<file path="src/rtl/gpio_cfg_sequencer_pkg.sv">
// Shared GPIO bus field map and sequencer state encoding for the configuration sequencer.
package ising_config;

  localparam int gpio_bus_width        = 32;
  localparam int gpio_addr_start       = 0;
  localparam int gpio_addr_end         = 15;
  localparam int gpio_data_start       = 16;
  localparam int gpio_data_end         = 23;
  localparam int gpio_w_clk_bit        = 24;
  localparam int gpio_cfg_hold_default = 2;

  typedef enum logic [2:0] {
    st_idle = 3'd0,
    st_load = 3'd1,
    st_high = 3'd2,
    st_low  = 3'd3,
    st_done = 3'd4
  } cfg_state_e;

endpackage

</file>
<file path="src/rtl/cfg_phase_timer.sv">
// Down-counting phase timer: loaded with a cycle count, pulses expire in the last counted cycle.
module cfg_phase_timer (
  input  logic       clk,
  input  logic       rst,
  input  logic       load,
  input  logic [7:0] count,
  output logic       expire
);

  logic [7:0] cnt_r;

  // phase counter, reload wins over decrement and it parks at zero
  always_ff @(posedge clk or negedge rst) begin
    if (!rst) begin
      cnt_r <= 8'd0;
    end else if (load) begin
      cnt_r <= count;
    end else if (cnt_r != 8'd0) begin
      cnt_r <= cnt_r - 8'd1;
    end else begin
      cnt_r <= cnt_r;
    end
  end

  assign expire = (cnt_r == 8'd1);

endmodule

</file>
<file path="src/rtl/gpio_cfg_sequencer.sv">
// Serialises a multi-byte configuration word onto the GPIO bus, one w_clk strobe per byte.
module gpio_cfg_sequencer
  import ising_config::*;
#(
  parameter int word_width  = 8,
  parameter int num_words   = 4,
  parameter int addr_width  = 16,
  parameter int hold_cycles = gpio_cfg_hold_default
) (
  input  logic                            clk,
  input  logic                            rst,
  input  logic [num_words*word_width-1:0] s_data,
  input  logic [addr_width-1:0]           s_addr,
  input  logic                            s_valid,
  output logic                            s_ready,
  output logic [31:0]                     gpio_out,
  output logic                            busy,
  output logic                            done
);

  localparam int data_w      = num_words * word_width;
  localparam int cnt_w       = $clog2(num_words + 1);
  localparam int gpio_addr_w = gpio_addr_end - gpio_addr_start + 1;
  localparam int gpio_data_w = gpio_data_end - gpio_data_start + 1;
  localparam logic [7:0]       hold_val = 8'(hold_cycles);
  localparam logic [cnt_w-1:0] last_cnt = cnt_w'(num_words);

  cfg_state_e                state_r;
  cfg_state_e                next_state_s;
  logic [data_w-1:0]         data_r;
  logic [addr_width-1:0]     addr_r;
  logic [cnt_w-1:0]          byte_cnt_r;
  logic [gpio_bus_width-1:0] gpio_out_r;
  logic                      busy_r;
  logic                      done_r;
  logic                      s_ready_r;

  logic                      accept_s;
  logic                      expire_s;
  logic                      timer_load_s;
  logic                      last_byte_s;
  logic [data_w-1:0]         src_data_s;
  logic [addr_width-1:0]     src_addr_s;
  logic [word_width-1:0]     cur_byte_s;
  logic [gpio_addr_w-1:0]    addr_field_s;
  logic [gpio_data_w-1:0]    data_field_s;
  logic [gpio_bus_width-1:0] gpio_next_s;

  assign accept_s     = (state_r == st_idle) && s_valid && s_ready_r;
  assign last_byte_s  = (byte_cnt_r == last_cnt);
  // reload for HIGH while in LOAD, and for LOW in the last HIGH cycle
  assign timer_load_s = (state_r == st_load) || ((state_r == st_high) && expire_s);
  assign cur_byte_s   = src_data_s[data_w-1 -: word_width];

  cfg_phase_timer u_phase_timer (
    .clk    (clk),
    .rst    (rst),
    .load   (timer_load_s),
    .count  (hold_val),
    .expire (expire_s)
  );

  // first byte comes straight from the request port, later bytes from the shift register
  always_comb begin
    if (state_r == st_idle) begin
      src_data_s = s_data;
      src_addr_s = s_addr;
    end else begin
      src_data_s = data_r;
      src_addr_s = addr_r;
    end
  end

  if (addr_width >= gpio_addr_w) begin : g_addr_trunc
    assign addr_field_s = src_addr_s[gpio_addr_w-1:0];
  end else begin : g_addr_pad
    assign addr_field_s = {{(gpio_addr_w - addr_width){1'b0}}, src_addr_s};
  end

  if (word_width >= gpio_data_w) begin : g_data_trunc
    assign data_field_s = cur_byte_s[gpio_data_w-1:0];
  end else begin : g_data_pad
    assign data_field_s = {{(gpio_data_w - word_width){1'b0}}, cur_byte_s};
  end

  // next-state sequencing
  always_comb begin
    next_state_s = state_r;
    case (state_r)
      st_idle: begin
        if (accept_s) next_state_s = st_load;
        else          next_state_s = st_idle;
      end
      st_load: next_state_s = st_high;
      st_high: begin
        if (expire_s) next_state_s = st_low;
        else          next_state_s = st_high;
      end
      st_low: begin
        if (expire_s && last_byte_s)  next_state_s = st_done;
        else if (expire_s)            next_state_s = st_load;
        else                          next_state_s = st_low;
      end
      st_done: next_state_s = st_idle;
      default: next_state_s = st_idle;
    endcase
  end

  // bus image for the coming cycle: fields latch only on entry to LOAD
  always_comb begin
    gpio_next_s = gpio_out_r;
    if (next_state_s == st_load) begin
      gpio_next_s[gpio_addr_end:gpio_addr_start] = addr_field_s;
      gpio_next_s[gpio_data_end:gpio_data_start] = data_field_s;
    end else begin
      gpio_next_s = gpio_out_r;
    end
    gpio_next_s[gpio_w_clk_bit] = (next_state_s == st_high);
    gpio_next_s[gpio_bus_width-1:gpio_w_clk_bit+1] = {(gpio_bus_width-gpio_w_clk_bit-1){1'b0}};
  end

  // state and registered status outputs
  always_ff @(posedge clk or negedge rst) begin
    if (!rst) begin
      state_r    <= st_idle;
      gpio_out_r <= {gpio_bus_width{1'b0}};
      busy_r     <= 1'b0;
      done_r     <= 1'b0;
      s_ready_r  <= 1'b0;
    end else begin
      state_r    <= next_state_s;
      gpio_out_r <= gpio_next_s;
      busy_r     <= (next_state_s != st_idle);
      done_r     <= (next_state_s == st_done);
      s_ready_r  <= (next_state_s == st_idle);
    end
  end

  // captured request: remaining bytes shift up so the next one is always at the top
  always_ff @(posedge clk or negedge rst) begin
    if (!rst) begin
      data_r <= {data_w{1'b0}};
      addr_r <= {addr_width{1'b0}};
    end else if (next_state_s == st_load) begin
      data_r <= src_data_s << word_width;
      addr_r <= src_addr_s;
    end else begin
      data_r <= data_r;
      addr_r <= addr_r;
    end
  end

  // bytes issued in the current transfer
  always_ff @(posedge clk or negedge rst) begin
    if (!rst) begin
      byte_cnt_r <= {cnt_w{1'b0}};
    end else if (next_state_s == st_load) begin
      byte_cnt_r <= byte_cnt_r + cnt_w'(1'b1);
    end else if (state_r == st_done) begin
      byte_cnt_r <= {cnt_w{1'b0}};
    end else begin
      byte_cnt_r <= byte_cnt_r;
    end
  end

  assign gpio_out = gpio_out_r;
  assign busy     = busy_r;
  assign done     = done_r;
  assign s_ready  = s_ready_r;

endmodule
</file>
<file path="config.mk">
export PLATFORM = sky130hd
export DESIGN_NAME = gpio_cfg_sequencer
export DESIGN_NICKNAME = d
export VERILOG_FILES = /design/src/rtl/gpio_cfg_sequencer_pkg.sv /design/src/rtl/cfg_phase_timer.sv /design/src/rtl/gpio_cfg_sequencer.sv
export SDC_FILE = /design/constraint.sdc
export NUM_CORES = 1
export LEC_CHECK = 0
export ABC_CLOCK_PERIOD_IN_PS = 7400
export CORE_MARGIN = 3
export CORE_UTILIZATION = 50
export CTS_CLUSTER_DIAMETER = 200
export CTS_CLUSTER_SIZE = 10
export DETAILED_ROUTE_END_ITERATION = 8
export GPL_TIMING_DRIVEN = 0
export PLACE_DENSITY = 0.84
export SLEW_MARGIN = 20
export SYNTH_ARGS = -nofsm -noshare
export SYNTH_HDL_FRONTEND = slang
export SYNTH_HIERARCHICAL = 1
export SYNTH_SLANG_ARGS = --single-unit
export TNS_END_PERCENT = 30
</file>
<file path="constraint.sdc">
create_clock -name clk -period 7.4 [get_ports clk]
set_clock_uncertainty 0.1 [all_clocks]
set_input_delay 0.74 -clock clk [delete_from_list [all_inputs] [get_ports clk]]
set_output_delay 0.74 -clock clk [all_outputs]
set_load 0.02 [all_outputs]
</file>
==> metrics.txt, run 1 <==
max incr delay on CP just under 0.7 ns; total power 0.9029 mW; first-pass GRT wire length 11.83 mm; ys flop type dfrtp_1; DRT Pass-1 Iters 4; Pwr Density between 200 and 250 nW/µm²; hold crit path type in -> async; Port Buffers between 70 and 80; Routed Antenna Nets 0; Die Y around 85 µm; ranking of synthesized cells by area dfrtp_1, nand2_1, mux2i_1; initial core utilization roughly half; layout cells sized above 1 between 10% and 20%; worst-skew pair later-pin latency around 0.33 ns; Worst Setup Start Kind flop; aggregate routed wire length 7.103 mm; drt drc 0; Critical Path RT 7.48 ns; WS Path Type reg -> reg; RSZ-0062 raised after global routing false; IO Pins 86; H-tree depth 3; sequential element share of the synthesized area 53.08%; Cells after Synth 310; Longest Clk Path Bufs 2; CP arrival approximately 3.3 ns; gp weighted congestion between 0.7 and 0.8; Buf/Inv on CP 3; critical path's top delay family simple AND/OR/NAND/NOR gates; Net Sw Frac a little under 30%; overall routing resource usage 20.70%; total grt overflow 0; Slew HR a little under half; final setup TNS 0 ns; worst-margin pin slew between 0.8 and 0.9 ns; Final Max Slew Viols 0; setup violators final 0; endpoint type of the worst setup path flop; Die Wd 84.89 µm; slowest stage cell on the critical path nor4_1; fin crit period around 3.3 ns; Via Count between 2k and 3k; Clk network pwr share 29.4%; Internal around 0.64 mW; Die ar. roughly 7200 µm²; Antenna Diode Count 0; vias in the first global route 2532; Net Sw Power around 0.27 mW; # rows 28; core area between 5000 and 6000 µm²; Leak Pwr around 1.9 nW; Starting DRT DRC Count 64; post-synth top area share a little over half; layout net count approximately 470; Root Buffer clkbuf_8; unique cell type count in the Yosys netlist 41; hold buffer count at cts 0; fmax roughly 310 MHz; Final HPWL DP 5.258 mm; crit share post-route between 40% and 50%; Max Cap Viol 0; CTS tree built; ys async rst share 100.0%; initial antenna violation count 0; Seq pwr share 47.3%; Critical Path Fanout Max 10; Avg Cell Area, Syn 10.04 µm²; # clock sinks 66; combinational fraction of design power between 20% and 30%; CTS Buf Count 9; clk slew on worst S/H paths around 0.07 ns; CP cell instances or3_1 > clkbuf_1 > nor4_1 > nand2_1 > mux2_2 > nor2_1 > clkbuf_1 > clkbuf_1 > a221oi_1; status finished, final reports clean; Area growth syn-to-layout 35.75%; postcts setup bufs 0; synthesized area 3112 µm²; EDFF count, synth 0; routed len/inst 14.44 µm; Worst VDD drop approximately 0.00012 V; largest net degree at the start of global routing 35; Ys Warns 6; Synth Register Bits between 60 and 70; area leader, netlist dfrtp_1; CP most frequent cell clkbuf_1; vias per cell around 5.1; final hold violations 0; # resized after CTS 0
-- final timing paths --
path | to | depth (start not counted) | start | slack [ns]
setup reg to reg | u_phase_timer/cnt_r[5] | 9 | u_phase_timer/cnt_r[4] | 4.14
max in group asynchronous | s_ready | 2 | rst | 6.42
min in group clk | addr_r[7] | 2 | addr_r[7] | 0.38
hold / removal | gpio_out[19] | 1 | rst | 0.25
setup / recovery | u_phase_timer/cnt_r[5] | 9 | u_phase_timer/cnt_r[4] | 4.14
hold reg to reg | addr_r[7] | 2 | addr_r[7] | 0.38
-- sequential cells by signal, indices dropped and copies added (netlist names) --
| name | flops |
|---|---|
| addr_r | 15 |
| busy | 1 |
| byte_cnt_r | 3 |
| data_r | 24 |
| done | 1 |
| gpio_out | 10 |
| s_ready | 1 |
| state_r | 3 |
| u_phase_timer/cnt_r | 8 |
-- metal layers --
layer	GRT usage, %	wire length (µm)	vias up
met2	33.52	3412	80
met5	0	0	-
met1	26.32	3132	1182
met3	6.505	469	8
met4	7.482	89	0
li1	-	-	1244
-- placed cells by master (no fill, tap or decap), types with 2 or more instances in the layout --
master	n
clkbuf_8	11
a31oi_1	2
nand3b_1	2
conb_1	15
nor2_1	12
nand2_1	82
mux2i_1	25
clkdlybuf4s50_1	77
and3_1	2
buf_6	5
a22o_1	9
dfrtp_1	66
o21ai_0	19
nor3_1	4
nor4_1	2
inv_1	8
a221oi_1	2
o21ai_1	11
a21oi_1	3
ha_1	5
clkbuf_1	5
buf_2	4
nand2b_1	3
o31ai_1	4
nand3_1	3
xnor2_1	2
buf_4	15
-- power groups by stage --
stage          sequential [mW]  combinational [mW]  clock [mW]
6_report                 0.427               0.210       0.266
3_5_place_dp             0.431               0.209           0
3_3_place_gp             0.429               0.198           0
2_1_floorplan            0.428               0.134           0
4_1_cts                  0.426               0.210       0.272
5_1_grt                  0.431               0.231       0.290
-- cells in the mapped netlist (3+ instances only) --
library cell and n:
ha_1 5, buf_2 4, clkbuf_1 3, inv_1 8, buf_6 5, a21oi_1 3, nor2_1 12, buf_4 14
o21ai_0 19, nand3_1 3, mux2i_1 25, o31ai_1 4, o21ai_1 11, nor3_1 4, nand2_1 82, a22o_1 9
dfrtp_1 66, nand2b_1 3
-- cell type report --
type,instances,area [µm²]
clock inverter,2,12.51
clock buffer,13,158.9
buffer,26,192.7
sequential,66,1652
tap,75,93.84
timing repair buffer,79,798.3
fill,446,1767
inverter,8,30.03
multi-input combinational,223,1286
-- logic make-up after synthesis --
kind of cell             after synthesis  synth area share [%]
multiplexers                          26                 8.404
AND/OR/NAND/NOR                      120                 17.17
adder cells (fa/ha/maj)                5                 2.010
AO/OA/AOI/OAI                         55                 11.38
buffers and inverters                 34                 7.157
XOR/XNOR                               2                0.5630
flip-flops                            66                 53.08
other                                  2                0.2413
-- metrics by stage --
stage          hold WS [ns]  setup WS [ns]  area (µm²)  instances  utilization [%]
6_report             0.2533          4.145        4224        492            70.51
3_3_place_gp         0.3571          3.281        4035        476            67.36
5_1_grt              0.2614          3.869        4224        492            70.51
3_5_place_dp         0.3662          4.197        4053        477            67.65
2_1_floorplan        0.3444          4.732        3161        323                -
4_1_cts              0.2551          4.179        4224        492            70.51
-- worst reg2reg max path, stage by stage, from the launching register on --
cell      delay (ns)
dfrtp_1         0.43
or3_1           0.36
clkbuf_1        0.18
nor4_1          0.69
nand2_1         0.11
mux2_2          0.29
nor2_1          0.09
clkbuf_1        0.29
clkbuf_1        0.39
a221oi_1        0.18
Note: power is estimated with default switching activity, not from simulation.
==> run 2: changes to the inputs <==
--- a/config.mk
+++ b/config.mk
@@ -5,14 +5,14 @@
 export SDC_FILE = /design/constraint.sdc
 export NUM_CORES = 1
 export LEC_CHECK = 0
-export ABC_CLOCK_PERIOD_IN_PS = 7400
+export ABC_CLOCK_PERIOD_IN_PS = 3420
 export CORE_MARGIN = 3
-export CORE_UTILIZATION = 50
+export CORE_UTILIZATION = 48
 export CTS_CLUSTER_DIAMETER = 200
 export CTS_CLUSTER_SIZE = 10
 export DETAILED_ROUTE_END_ITERATION = 8
 export GPL_TIMING_DRIVEN = 0
-export PLACE_DENSITY = 0.84
+export PLACE_DENSITY = 0.81
 export SLEW_MARGIN = 20
 export SYNTH_ARGS = -nofsm -noshare
 export SYNTH_HDL_FRONTEND = slang
==> constraint.sdc (replaced) <==
create_clock -name clk -period 3.42 [get_ports clk]
set_clock_uncertainty 0.1 [all_clocks]
set_input_delay 0.342 -clock clk [delete_from_list [all_inputs] [get_ports clk]]
set_output_delay 0.342 -clock clk [all_outputs]
set_load 0.02 [all_outputs]
==> metrics.txt, run 2 (synthesis gave the netlist of run 1 again) <==
status finished, final reports clean; final hold violations 0; Leak Pwr 1.879 nW; routed len/inst ~15 µm; most frequent cells in the layout nand2_1, clkdlybuf4s50_1, dfrtp_1, mux2i_1, o21ai_0; Worst setup startpoint u_phase_timer/cnt_r[6]; initial core utilization between 50 and 60%; Slew HR between 40 and 50%; worst-margin pin slew between 0.7 and 0.8 ns; # resized after CTS 0; post-layout util a little over two thirds; CTS tree built; Critical Path RT around 3.5 ns; Die Y 86.52 µm; fmax ~310 MHz; placed cell areas just over 4000 µm²; IO Pins 86; RSZ-0062 raised after global routing false; Largest register FFs 24; most common cell after layout, fill and taps aside nand2_1; worst flop-to-flop path startpoint u_phase_timer/cnt_r[6]; CTS Buf Count 9; cell total after placement 477; Area growth syn-to-layout 37.60%; Worst Setup Start Kind flop; # clock sinks 66; clk slew on worst S/H paths approximately 0.070 ns; core area around 6100 µm²; total grt overflow 0; worst-skew pair later-pin latency between 0.3 and 0.4 ns; Port Buffers a little under 80; hold buffer count at cts 1; fin area between 4000 and 5000 µm²; Die ar. around 7500 µm²; vias per cell about 5; H-tree depth 3; Layout Cells excl Fill between 400 and 500; layout net count 470; r2r setup slk between 0.2 and 0.25 ns; # rows 28; setup violators final 0; layout cells sized above 1 between 10 and 15%; Worst VDD drop approximately 0.00035 V; initial antenna violation count 0; CP Capture Point u_phase_timer/cnt_r[5]; Starting DRT DRC Count slightly above 100; drt drc 0; Critical Path Fanout Max 10; Routed Antenna Nets 0; Final Max Slew Viols 0; crit share post-route 93.95%; Pwr Density 488.1 nW/µm²; WS Path Type reg -> reg; hold crit path type reg -> reg; fin crit period approximately 3.2 ns; Antenna Diode Count 0; Root Buffer clkbuf_8; Hold WS 0.3744 ns; reg-to-reg endpoint u_phase_timer/cnt_r[5]; Max Cap Viol 0; vias in the first global route 2548; DRT Pass-1 Iters 4; postcts setup bufs 0; worst reg2reg path depth 9; total power 2.090 mW; endpoint type of the worst setup path flop; Longest Clk Path Bufs 2; aggregate routed wire length approximately 7.2 mm; Final HPWL DP ~5 mm; gp weighted congestion roughly 0.87; Reg with most FFs data_r; CP arrival between 3 and 4 ns; Die Wd just under 90 µm; overall routing resource usage approximately a fifth; Via Count ~2.5k; largest net degree at the start of global routing 37; first-pass GRT wire length around 12 mm
## run 2: cell types whose count changed in the layout (fill, tap and decap cells not counted)
cell	previous run	this run
dlygate4sd3_1	0	1
clkinv_2	1	0
bufinv_16	0	2
clkinv_4	0	1
clkbuf_8	11	9
clkinvlp_4	1	3
clkbuf_1	5	4
## run 2: cell type report
class / instances / area [µm²]
Buffer: 26 / 192.7
Clock buffer: 10 / 127.6
Multi-Input combinational cell: 223 / 1286
Clock inverter: 6 / 91.34
Timing Repair Buffer: 80 / 808.3
Inverter: 8 / 30.03
Fill cell: 452 / 1814
Sequential cell: 66 / 1652
Tap cell: 75 / 93.84
## run 2: how the worst min path moves through the flow
stage | from | end | slack [ns] | depth (start not counted)
2_1_floorplan | rst | addr_r[0] | -0.05 | 0
3_3_place_gp | addr_r[0] | addr_r[0] | 0.36 | 2
3_5_place_dp | rst | gpio_out[23] | 0.21 | 1
4_1_cts | addr_r[0] | addr_r[0] | 0.38 | 2
5_1_grt | rst | gpio_out[23] | 0.40 | 2
6_report | addr_r[0] | addr_r[0] | 0.37 | 2
## run 2: worst max-delay path: stages (launching register included)
cell and delay [ns]:
dfrtp_1 0.42, or3_1 0.37, clkbuf_1 0.17, nor4_1 0.69, nand2_1 0.10, mux2_2 0.29, nor2_1 0.09, clkbuf_1 0.29
clkbuf_1 0.39, a221oi_1 0.17
## run 2: power by group
part	switching, mW	internal, mW
sequential	0.0715	0.850
combinational	0.221	0.229
clock	0.307	0.411
total	0.599	1.49
## run 2: through the flow
step | TNS (ns) | setup WS (ns)
6_report | 0 | 0.2070
5_1_grt | 0 | 0.01652
4_1_cts | 0 | 0.2106
3_5_place_dp | 0 | 0.2273
3_3_place_gp | -20.56 | -0.3134
2_1_floorplan | 0 | 0.7524
## run 2: per-layer routing
| layer | vias to the layer above | track usage [%] | part of all wire (%) |
|---|---|---|---|
| met2 | 83 | 32.96 | 48 |
| met3 | 13 | 7.510 | 7.7 |
| met1 | 1188 | 26.43 | 43 |
| li1 | 1240 | - | - |
| met4 | 0 | 6.232 | 1.3 |
| met5 | - | 0 | 0 |
==> run 3: changes to the inputs <==
--- a/config.mk
+++ b/config.mk
@@ -5,7 +5,7 @@
 export SDC_FILE = /design/constraint.sdc
 export NUM_CORES = 1
 export LEC_CHECK = 0
-export ABC_CLOCK_PERIOD_IN_PS = 3420
+export ABC_CLOCK_PERIOD_IN_PS = 3100
 export CORE_MARGIN = 3
 export CORE_UTILIZATION = 48
 export CTS_CLUSTER_DIAMETER = 200
==> constraint.sdc (replaced) <==
create_clock -name clk -period 3.1 [get_ports clk]
set_clock_uncertainty 0.1 [all_clocks]
set_input_delay 0.31 -clock clk [delete_from_list [all_inputs] [get_ports clk]]
set_output_delay 0.31 -clock clk [all_outputs]
set_load 0.02 [all_outputs]
==> metrics.txt, run 3 (synthesis gave the netlist of run 1 again) <==
r2r setup slk ~0.29 ns; # clock sinks between 60 and 70; aggregate routed wire length ~7.2 mm; CP arrival just under 3 ns; Max Cap Viol 0; fin area around 4300 µm²; Leak Pwr 1.882 nW; layout net count 470; Die Y about 87 µm; gp weighted congestion 0.8671; reg-to-reg endpoint u_phase_timer/cnt_r[5]; routed len/inst 14.51 µm; Net Sw Power between 0.6 and 0.7 mW; layout cells sized above 1 11.22%; Area growth syn-to-layout 37.84%; setup violators final 0; WS Path Type reg -> reg; Worst setup startpoint u_phase_timer/cnt_r[6]; Worst VDD drop roughly 0.00039 V; combinational fraction of design power 21.6%; final hold violations 0; Clk network pwr share between 30% and 40%; Final HPWL DP 5.138 mm; hold crit path type in -> async; worst reg2reg path depth 9; postcts setup bufs 0; IO Pins 86; Port Buffers 78; Longest Clk Path Bufs 2; Reg with most FFs data_r; CTS Buf Count 9; overall routing resource usage ~21%; CP Capture Point u_phase_timer/cnt_r[5]; pre-CTS setup slack -0.09272 ns; Internal about 1.6 mW; vias per cell just over 5; initial core utilization 51.05%; worst-skew pair later-pin latency approximately 0.34 ns; CTS tree built; Final Max Slew Viols 0; # rows 28; Seq pwr share roughly 44%; DRT Pass-1 Iters 4; Root Buffer clkbuf_8; Starting DRT DRC Count 100; Via Count about 2.5k; Critical Path RT around 3.2 ns; Critical Path Fanout Max 10; Die ar. 7485 µm²; largest net degree at the start of global routing 37; placed cell areas 4053 µm²; Largest register FFs 24; drt drc 0; Antenna Diode Count 0; H-tree depth 3; first-pass GRT wire length between 10 and 15 mm; Routed Antenna Nets 0; fin crit period 2.814 ns; most frequent cells in the layout nand2_1, clkdlybuf4s50_1, dfrtp_1, mux2i_1, o21ai_0; fmax around 360 MHz; Pwr Density 539.0 nW/µm²; RSZ-0062 raised after global routing false; core area 6096 µm²; vias in the first global route between 2k and 3k; Slew HR ~58%; most common cell after layout, fill and taps aside nand2_1; clk slew on worst S/H paths around 0.070 ns; Die Wd slightly below 90 µm; status finished, final reports clean; endpoint type of the worst setup path flop; worst flop-to-flop path startpoint u_phase_timer/cnt_r[6]; Net Sw Frac 28.83%; initial antenna violation count 0; Worst Setup Start Kind flop; Final Worst Setup Slack 0.2857 ns; crit share post-route around nine tenths; worst-margin pin slew 0.6244 ns; total grt overflow 0; post-layout util between 70% and 80%
run 3: final cells by class:
type / count / area (µm²)
Inverter: 8 / 30.03
Sequential cell: 66 / 1652
Clock buffer: 10 / 127.6
Tap cell: 75 / 93.84
Fill cell: 450 / 1807
Buffer: 26 / 193.9
Timing Repair Buffer: 80 / 808.3
Multi-Input combinational cell: 223 / 1292
Clock inverter: 6 / 91.34
run 3: power by group through the flow:
stage	clock [mW]	sequential, mW	combinational, mW
4_1_cts	0.809	1.02	0.502
5_1_grt	0.857	1.03	0.558
2_1_floorplan	0	1.02	0.319
3_3_place_gp	0	1.03	0.473
3_5_place_dp	0	1.03	0.492
6_report	0.795	1.02	0.499
run 3: worst min-delay path by stage:
stage / from / endpoint / slack [ns] / depth (start not counted)
4_1_cts: rst / gpio_out[23] / 0.36 / 2
3_5_place_dp: rst / gpio_out[23] / 0.18 / 1
5_1_grt: rst / gpio_out[23] / 0.37 / 2
2_1_floorplan: rst / addr_r[0] / -0.09 / 0
3_3_place_gp: addr_r[0] / addr_r[0] / 0.36 / 2
6_report: rst / gpio_out[23] / 0.35 / 2
run 3: worst max-delay path, stage by stage (launching register included):
cell and delay (ns):
dfrtp_1 0.41, or3_1 0.37, clkbuf_1 0.18, nor4_2 0.47, nand2_1 0.09, mux2_2 0.28, nor2_1 0.08, clkbuf_1 0.29
clkbuf_2 0.29, a221oi_1 0.12
run 3: timing repair:
item / in CTS / in global routing
gates resized for setup: 1 / 2
hold endpoints to repair: 30 / 0
hold buffers: 1 / 0
setup endpoints to repair: 5 / 4
run 3: metal layers:
layer	vias up	share of wire [%]	track usage, %	routed length (µm)
met5	-	0	0	0
met4	0	1.0	6.232	74
met3	8	7.6	7.510	542
met2	76	48	32.96	3420
met1	1187	44	26.43	3130
li1	1245	-	-	-
run 3: stage by stage:
| step | std cells | setup TNS [ns] | hold slack (ns) | power, mW |
|---|---|---|---|---|
| floorplan | 323 | 0 | -0.08559 | 1.341 |
| global placement | 476 | -39.57 | 0.3564 | 1.499 |
| detailed placement | 477 | -0.2495 | 0.1756 | 1.521 |
| CTS | 494 | 0 | 0.3592 | 2.326 |
| global route | 494 | 0 | 0.3683 | 2.444 |
| finish | 494 | 0 | 0.3487 | 2.312 |
